<file path="src/rtl/vdp_host_pkg.sv">
// Shared types and helpers for the VDP host bus initiator: op codes, VDP mode
// encodings, FSM states and the per-op bus-phase table.
package vdp_host_pkg;

    localparam logic [2:0] OP_SELECT    = 3'd0;
    localparam logic [2:0] OP_SET_REG   = 3'd1;
    localparam logic [2:0] OP_SET_REG16 = 3'd2;
    localparam logic [2:0] OP_GET_REG   = 3'd3;
    localparam logic [2:0] OP_VRAM_WR   = 3'd4;
    localparam logic [2:0] OP_VRAM_RD   = 3'd5;

    localparam logic [1:0] MODE_SELECT = 2'b00;
    localparam logic [1:0] MODE_REG    = 2'b01;
    localparam logic [1:0] MODE_DATA   = 2'b10;
    localparam logic [1:0] MODE_IDLE   = 2'b11;

    typedef enum logic [1:0] {
        H_IDLE,
        H_PACE,
        H_RUN
    } host_state_e;

    typedef enum logic [1:0] {
        P_IDLE,
        P_SETUP,
        P_STROBE,
        P_HOLD
    } phase_state_e;

    typedef struct packed {
        logic [1:0] mode;
        logic       is_read;
        logic [7:0] data;
    } phase_t;

    function automatic logic [2:0] op_phases(input logic [2:0] op);
        logic [2:0] n;
        case (op)
            OP_SELECT:    n = 3'd1;
            OP_SET_REG:   n = 3'd2;
            OP_SET_REG16: n = 3'd4;
            OP_GET_REG:   n = 3'd2;
            OP_VRAM_WR:   n = 3'd1;
            OP_VRAM_RD:   n = 3'd1;
            default:      n = 3'd0;
        endcase
        return n;
    endfunction

    function automatic phase_t op_phase(input logic [2:0]  op,
                                        input logic [3:0]  regi,
                                        input logic [15:0] arg,
                                        input logic [2:0]  idx);
        phase_t     p;
        logic [3:0] reg_next;
        reg_next  = regi + 4'd1;
        p.mode    = MODE_IDLE;
        p.is_read = 1'b0;
        p.data    = 8'h00;
        case (op)
            OP_SELECT: begin
                p.mode = MODE_SELECT;
                p.data = arg[7:0];
            end
            OP_SET_REG: begin
                p.mode = idx[0] ? MODE_REG : MODE_SELECT;
                p.data = idx[0] ? arg[7:0] : {4'h0, regi};
            end
            OP_SET_REG16: begin
                case (idx[1:0])
                    2'd0:    begin p.mode = MODE_SELECT; p.data = {4'h0, regi};     end
                    2'd1:    begin p.mode = MODE_REG;    p.data = arg[7:0];         end
                    2'd2:    begin p.mode = MODE_SELECT; p.data = {4'h0, reg_next}; end
                    default: begin p.mode = MODE_REG;    p.data = arg[15:8];        end
                endcase
            end
            OP_GET_REG: begin
                p.mode    = idx[0] ? MODE_REG : MODE_SELECT;
                p.is_read = idx[0];
                p.data    = idx[0] ? 8'h00 : {4'h0, regi};
            end
            OP_VRAM_WR: begin
                p.mode = MODE_DATA;
                p.data = arg[7:0];
            end
            OP_VRAM_RD: begin
                p.mode    = MODE_DATA;
                p.is_read = 1'b1;
            end
            default: ;
        endcase
        return p;
    endfunction

    function automatic logic is_vram_op(input logic [2:0] op);
        return (op == OP_VRAM_WR) || (op == OP_VRAM_RD);
    endfunction

    // SET_REG16 on reg 15 wraps its second write onto reg 0, so it counts too.
    function automatic logic loads_gap(input logic [2:0] op, input logic [3:0] regi);
        logic hit;
        case (op)
            OP_VRAM_WR, OP_VRAM_RD: hit = 1'b1;
            OP_SET_REG:             hit = (regi < 4'd4);
            OP_SET_REG16:           hit = (regi < 4'd4) || (regi == 4'hF);
            default:                hit = 1'b0;
        endcase
        return hit;
    endfunction

endpackage

</file>
<file path="src/rtl/vdp_host_phase.sv">
// Single bus-phase strobe generator: SETUP (1) -> STROBE -> HOLD, with a
// start/done handshake that lets phases chain without idle cycles.
module vdp_host_phase
    import vdp_host_pkg::*;
#(
    parameter int unsigned STROBE_CYCLES = 2,
    parameter int unsigned HOLD_CYCLES   = 2
) (
    input  logic       clk,
    input  logic       reset_n,
    input  logic       start_i,
    input  logic [1:0] mode_i,
    input  logic       is_read_i,
    input  logic [7:0] data_i,
    output logic       done_o,
    output logic       capture_o,
    output logic [1:0] vdp_mode_o,
    output logic       vdp_read_o,
    output logic       vdp_write_o,
    output logic [7:0] vdp_wdata_o
);

    localparam int unsigned MAXC = (STROBE_CYCLES > HOLD_CYCLES) ? STROBE_CYCLES : HOLD_CYCLES;
    localparam int unsigned CW   = $clog2(MAXC + 1);

    phase_state_e state_q, state_d;
    logic [CW-1:0] cnt_q, cnt_d;
    logic [1:0]    mode_q, mode_d;
    logic [7:0]    data_q, data_d;
    logic          rd_q, rd_d;

    always_ff @(posedge clk or negedge reset_n) begin
        if (!reset_n) begin
            state_q <= P_IDLE;
            cnt_q   <= '0;
            mode_q  <= MODE_IDLE;
            data_q  <= '0;
            rd_q    <= 1'b0;
        end else begin
            state_q <= state_d;
            cnt_q   <= cnt_d;
            mode_q  <= mode_d;
            data_q  <= data_d;
            rd_q    <= rd_d;
        end
    end

    always_comb begin
        state_d   = state_q;
        cnt_d     = cnt_q;
        mode_d    = mode_q;
        data_d    = data_q;
        rd_d      = rd_q;
        done_o    = 1'b0;
        capture_o = 1'b0;
        case (state_q)
            P_IDLE: begin
                if (start_i) begin
                    state_d = P_SETUP;
                    mode_d  = mode_i;
                    data_d  = data_i;
                    rd_d    = is_read_i;
                end
            end
            P_SETUP: begin
                state_d = P_STROBE;
                cnt_d   = CW'(STROBE_CYCLES - 1);
            end
            P_STROBE: begin
                if (cnt_q == '0) begin
                    capture_o = rd_q;
                    state_d   = P_HOLD;
                    cnt_d     = CW'(HOLD_CYCLES - 1);
                end else begin
                    cnt_d = cnt_q - CW'(1);
                end
            end
            P_HOLD: begin
                if (cnt_q == '0) begin
                    done_o = 1'b1;
                    // Chained phase: jump straight to SETUP with the next descriptor.
                    if (start_i) begin
                        state_d = P_SETUP;
                        mode_d  = mode_i;
                        data_d  = data_i;
                        rd_d    = is_read_i;
                    end else begin
                        state_d = P_IDLE;
                        mode_d  = MODE_IDLE;
                        data_d  = '0;
                        rd_d    = 1'b0;
                    end
                end else begin
                    cnt_d = cnt_q - CW'(1);
                end
            end
            default: state_d = P_IDLE;
        endcase
    end

    assign vdp_mode_o  = mode_q;
    assign vdp_wdata_o = data_q;
    assign vdp_read_o  = (state_q == P_STROBE) &&  rd_q;
    assign vdp_write_o = (state_q == P_STROBE) && !rd_q;

endmodule

</file>
<file path="src/rtl/vdp_host.sv">
// VDP host bus initiator: sequences per-op bus phases and owns VRAM pacing.
// Optional macro VDP_HOST_PACE_EN enables the VRAM gap counter and PACE state.
module vdp_host
    import vdp_host_pkg::*;
#(
    parameter int unsigned STROBE_CYCLES = 2,
    parameter int unsigned HOLD_CYCLES   = 2,
    parameter int unsigned VRAM_GAP      = 24
) (
    input  logic        clk,
    input  logic        reset_n,
    input  logic        cmd_valid,
    output logic        cmd_ready,
    input  logic [2:0]  cmd_op,
    input  logic [3:0]  cmd_reg,
    input  logic [15:0] cmd_arg,
    output logic        rsp_valid,
    output logic [7:0]  rsp_data,
    output logic        busy,
    output logic [1:0]  vdp_mode,
    output logic        vdp_read,
    output logic        vdp_write,
    output logic [7:0]  vdp_wdata,
    input  logic [7:0]  vdp_rdata
);

    host_state_e state_q, state_d;
    logic [2:0]  op_q, op_d;
    logic [3:0]  reg_q, reg_d;
    logic [15:0] arg_q, arg_d;
    logic [2:0]  idx_q, idx_d;
    logic        rsp_valid_q;
    logic [7:0]  rsp_data_q;

    logic        accept;
    logic        start;
    logic        done;
    logic        capture;
    logic        op_end;
    logic        pace_hold;
    logic        pace_clear;
    logic [2:0]  sel_op;
    logic [3:0]  sel_reg;
    logic [15:0] sel_arg;
    logic [2:0]  sel_idx;
    phase_t      desc;

    assign cmd_ready = (state_q == H_IDLE);
    assign busy      = ~cmd_ready;
    assign accept    = cmd_valid && cmd_ready;
    assign rsp_valid = rsp_valid_q;
    assign rsp_data  = rsp_data_q;

`ifdef VDP_HOST_PACE_EN
    localparam int unsigned GW = $clog2(VRAM_GAP + 1);
    logic [GW-1:0] gap_q, gap_d;

    always_ff @(posedge clk or negedge reset_n) begin
        if (!reset_n) gap_q <= '0;
        else          gap_q <= gap_d;
    end

    always_comb begin
        gap_d = gap_q;
        if (op_end && loads_gap(op_q, reg_q)) gap_d = GW'(VRAM_GAP);
        else if (gap_q != '0)                 gap_d = gap_q - GW'(1);
    end

    assign pace_hold  = is_vram_op(cmd_op) && (gap_q != '0);
    assign pace_clear = (gap_q == '0);
`else
    logic unused_ok;
    assign unused_ok  = ^{VRAM_GAP, op_end};
    assign pace_hold  = 1'b0;
    assign pace_clear = 1'b1;
`endif

    always_ff @(posedge clk or negedge reset_n) begin
        if (!reset_n) begin
            state_q     <= H_IDLE;
            op_q        <= '0;
            reg_q       <= '0;
            arg_q       <= '0;
            idx_q       <= '0;
            rsp_valid_q <= 1'b0;
            rsp_data_q  <= '0;
        end else begin
            state_q     <= state_d;
            op_q        <= op_d;
            reg_q       <= reg_d;
            arg_q       <= arg_d;
            idx_q       <= idx_d;
            rsp_valid_q <= capture;
            if (capture) rsp_data_q <= vdp_rdata;
        end
    end

    // idx_q counts phases already launched, so it also indexes the next one.
    always_comb begin
        state_d = state_q;
        op_d    = op_q;
        reg_d   = reg_q;
        arg_d   = arg_q;
        idx_d   = idx_q;
        start   = 1'b0;
        op_end  = 1'b0;
        sel_op  = op_q;
        sel_reg = reg_q;
        sel_arg = arg_q;
        sel_idx = idx_q;
        case (state_q)
            H_IDLE: begin
                if (accept && (op_phases(cmd_op) != 3'd0)) begin
                    op_d  = cmd_op;
                    reg_d = cmd_reg;
                    arg_d = cmd_arg;
                    idx_d = 3'd0;
                    if (pace_hold) begin
                        state_d = H_PACE;
                    end else begin
                        start   = 1'b1;
                        sel_op  = cmd_op;
                        sel_reg = cmd_reg;
                        sel_arg = cmd_arg;
                        sel_idx = 3'd0;
                        idx_d   = 3'd1;
                        state_d = H_RUN;
                    end
                end
            end
            H_PACE: begin
                if (pace_clear) begin
                    start   = 1'b1;
                    idx_d   = idx_q + 3'd1;
                    state_d = H_RUN;
                end
            end
            H_RUN: begin
                if (done) begin
                    if (idx_q == op_phases(op_q)) begin
                        op_end  = 1'b1;
                        state_d = H_IDLE;
                    end else begin
                        start = 1'b1;
                        idx_d = idx_q + 3'd1;
                    end
                end
            end
            default: state_d = H_IDLE;
        endcase
        desc = op_phase(sel_op, sel_reg, sel_arg, sel_idx);
    end

    vdp_host_phase #(
        .STROBE_CYCLES(STROBE_CYCLES),
        .HOLD_CYCLES  (HOLD_CYCLES)
    ) u_phase (
        .clk        (clk),
        .reset_n    (reset_n),
        .start_i    (start),
        .mode_i     (desc.mode),
        .is_read_i  (desc.is_read),
        .data_i     (desc.data),
        .done_o     (done),
        .capture_o  (capture),
        .vdp_mode_o (vdp_mode),
        .vdp_read_o (vdp_read),
        .vdp_write_o(vdp_write),
        .vdp_wdata_o(vdp_wdata)
    );

endmodule

</file>
<file path="config.mk">
export PLATFORM = sky130hd
export DESIGN_NAME = vdp_host
export DESIGN_NICKNAME = d
export VERILOG_FILES = /design/src/rtl/vdp_host_pkg.sv /design/src/rtl/vdp_host_phase.sv /design/src/rtl/vdp_host.sv
export SDC_FILE = /design/constraint.sdc
export NUM_CORES = 1
export LEC_CHECK = 0
export BUFFER_PORTS_ARGS = -buffer_cell sky130_fd_sc_hd__buf_2
export CAP_MARGIN = 20
export CORE_UTILIZATION = 55
export DETAILED_ROUTE_END_ITERATION = 8
export GPL_TIMING_DRIVEN = 0
export HOLD_SLACK_MARGIN = 0.12
export PLACE_DENSITY_LB_ADDON = 0.08
export RECOVER_POWER = 50
export SLEW_MARGIN = 10
export SYNTH_ARGS = -nofsm -noshare
export SYNTH_HDL_FRONTEND = slang
export SYNTH_SLANG_ARGS = --single-unit
</file>
<file path="constraint.sdc">
create_clock -name clk -period 2.65 [get_ports clk]
set_input_delay 0.265 -clock clk [delete_from_list [all_inputs] [get_ports clk]]
set_output_delay 0.265 -clock clk [all_outputs]
set_load 0.02 [all_outputs]
</file>
==> impl_results.md <==
* Status: complete, no violations
* GRT Overall Usage at 26.82%
* Tmin final at ~2.6 ns
* Cell area after layout at about 3300 um2
* Required time worst endpoint at 2.84 ns
* Die Span X at 73.59 um
* Vias at 2,500
* Area of the multi-input gates at 1416 um2
* Commonest cells after routing, fill and taps aside: 57 x nand2_1, 51 x buf_2, 48 x dfrtp_1, 19 x nor2_1, 16 x clkbuf_1
* Layout cells sized above 1 at 26.43%
* Cells after Synth at 299
* Worst-skew pair later-pin latency at 0.31 ns
* Die ar. at 5415 um2
* Port Buffer Count at 56
* Initial antenna violation count at 0
* Final GP Congestion at a little under 0.9
* RSZ-0062 raised after global routing: false
* DP HPWL at just under 5 mm
* Synthesized net count at 341
* Mapped cell area at 2819 um2
* Routed Antenna Nets at 0
* Final WL at 6.560 mm
* Final hold vios at 0
* Initial Util at 58.52%
* CP startpoint: state_q[1]
* Reg2Reg Setup Slack at 0.07 ns
* Final net count at 408
* Critical path cell sequence: nor2b_2 -> nand2_1 -> buf_6 -> mux2_2 -> ha_1 -> mux2i_1 -> nor2_1 -> a311oi_1 -> nor3_1 -> a221oi_1 -> o21ai_1
* Register area at between 1000 and 1500 um2
* Power Density at 1201 nW/um2
* Maximum VDD drop at 0.5864 mV
* CTS tree: built
* Critical Path End: u_phase.vdp_wdata_o[1]
* I/O Pins at 57
* Yosys cell types at 58
* DRC viols at 0
* CP delay by family, top: compound AO/OA/AOI/OAI gates
* Commonest non-fill, non-tap cell in the layout: nand2_1
* Slowest stage cell on the critical path: dfrtp_2
* Asr flop ratio synth at between 90% and 100%
* Clock tree buffer depth at 2
* Final Setup Violations at 0
* WS Path Type: reg2reg
* Clock Pin Slew Worst Setup and Hold Paths at about 0.1 ns
* 1st-iter DRT viols at 177
* Vias in the first global route at between 2,000 and 2,500
* Final period utilization at 97.23%
* EDFF count, synth at 0
* FF-to-FF Start: state_q[1]
* H-tree level count at 2
* DIE HEIGHT at 73.59 um
* Slew Viols, Final at 0
* Grt ovf at 0
* Worst-path maximum fanout at 19
* CP endpoint kind: flop
* Yosys warns at 0
* WP buf/inv at 1
* Synthesized area per cell at 9.428 um2
* FILL cells at 419
* Vias/cell at 5.760
* Primary FF master, synth: dfrtp_1
* Synthesized flop and latch total at 51
* CP max stage delay at 0.46 ns
* Largest net degree at the start of global routing at 36
* Root Buffer: clkbuf_8
* Static Leak at 0.001560 uW
* Layout area overhead at 17.71%
* Rows at 25
* First-pass GRT wire length at 10.97 mm
* Worst Hold Class: in2reg
* CP startpoint kind: flop
* Setup tns final at 0 ns
* Clock Sinks at 51
* Critical R2R Capture: u_phase.vdp_wdata_o[1]
* Max frequency at 388.1 MHz
* Core Region at between 4000 and 5000 um2
* Crit path depth at 11
* Worst Reg-to-Reg Cells at 11
* Clock skew at ~0.012 ns
* Slew @ Worst Pin at 0.9156 ns
* CTS Buf Count at 5
* DRT Pass-1 Iters at 5
* CP arrival at 2.77 ns
* Area post-placement at 3203 um2
* WL/cell at 15.12 um
* Sequential share of the synthesized area at a little under half
* Slew HR at a little under 40%
* Max_cap viols at 0
* Antenna Cells at 0
==> timing repair <==
item / 4_1_cts / 5_1_grt
setup buffers: 0 / 3
hold endpoints to repair: 16 / 0
resized for setup: 1 / 2
endpoints found under the setup margin: 1 / 1
hold buffers: 1 / 0
==> per-layer routing <==
layer / track usage (%) / part of all wire [%] / wire (um)
met2: 44.75 / 49 / 3185
met4: 10.47 / 2.1 / 140
met3: 3.841 / 5.4 / 353
met1: 35.26 / 44 / 2880
met5: 0 / 0 / 0
==> state kept, by name (all words and copies together), names as in the netlist <==
| name | cells |
|---|---|
| idx_q | 3 |
| u_phase.vdp_wdata_o | 8 |
| u_phase.cnt_q | 2 |
| arg_q | 16 |
| rsp_valid | 1 |
| rsp_data | 8 |
| u_phase.vdp_mode_o | 2 |
| op_q | 3 |
| u_phase.state_q | 2 |
| u_phase.rd_q | 1 |
| state_q | 1 |
| reg_q | 4 |
==> stage by stage <==
step / worst slack, ns / cells / power, uW / util [%] / hold WS [ns]
global placement: -0.2481 / 422 / 3370 / 66.08 / 0.4478
floorplan: 0.09720 / 299 / 2864 / - / -0.03059
CTS: 0.01307 / 431 / 3984 / 68.91 / 0.1344
detailed placement: -0.2842 / 423 / 3431 / 66.49 / 0.2229
finish: 0.07332 / 434 / 3985 / 68.88 / 0.1362
global route: 0.007605 / 434 / 4300 / 68.88 / 0.1598
==> power breakdown <==
group	total (uW)	internal (uW)	switching, uW
Clock	548	282	266
Sequential	1390	1160	238
Combinational	2040	818	1230
Total	3990	2260	1730
==> worst min path at each step <==
| stage | startpoint | to | slack, ns | cells after the start |
|---|---|---|---|---|
| floorplan | reset_n | arg_q[0] | -0.03 | 0 |
| global placement | u_phase.vdp_mode_o[0] | u_phase.vdp_mode_o[0] | 0.45 | 2 |
| detailed placement | reset_n | idx_q[1] | 0.22 | 1 |
| CTS | cmd_arg[8] | arg_q[8] | 0.13 | 3 |
| global route | cmd_arg[9] | arg_q[9] | 0.16 | 3 |
| finish | cmd_arg[8] | arg_q[8] | 0.14 | 3 |
==> Yosys cell counts (5+ instances only) <==
cell type / count / area [um2]
nand2_1: 57 / 214.0
nor2_1: 19 / 71.32
dfrtp_1: 49 / 1226
inv_1: 15 / 56.30
o21ai_1: 9 / 45.04
o21ai_0: 7 / 35.03
nand3_1: 8 / 40.04
a31oi_1: 7 / 43.79
nor3_1: 6 / 30.03
a21oi_1: 13 / 65.06
mux2_1: 5 / 56.30
buf_2: 8 / 40.04
mux2_2: 15 / 168.9
ha_1: 8 / 100.1
nor2b_1: 7 / 43.79
==> cell families after synthesis <==
kind of cell               after synthesis  synth area share (%)
AOI/OAI and AO/OA                       62                 15.45
xor gates and xnor gates                 1                0.3108
adders and majority gates                8                 3.551
buffers and inverters                   29                 4.483
DFF                                     51                 45.36
muxes                                   22                 8.699
and+or+nand+nor                        126                 22.15
==> worst reg2reg max path, stage by stage (launching register included) <==
cell and delay, ns:
dfrtp_2 0.46, nor2b_2 0.07, nand2_1 0.17, buf_6 0.23, mux2_2 0.36, ha_1 0.27, mux2i_1 0.15, nor2_1 0.06
a311oi_1 0.21, nor3_1 0.07, a221oi_1 0.30, o21ai_1 0.09
==> cell type report <==
| cell class | count | area share, % |
|---|---|---|
| Inverter | 16 | 1.810 |
| Buffer | 12 | 1.961 |
| Tap cell | 67 | 2.526 |
| Clock buffer | 6 | 2.187 |
| Timing Repair Buffer | 61 | 9.125 |
| Clock inverter | 2 | 1.131 |
| Sequential cell | 51 | 38.57 |
| Multi-Input combinational cell | 219 | 42.68 |
(Power assumes the default switching activity.)
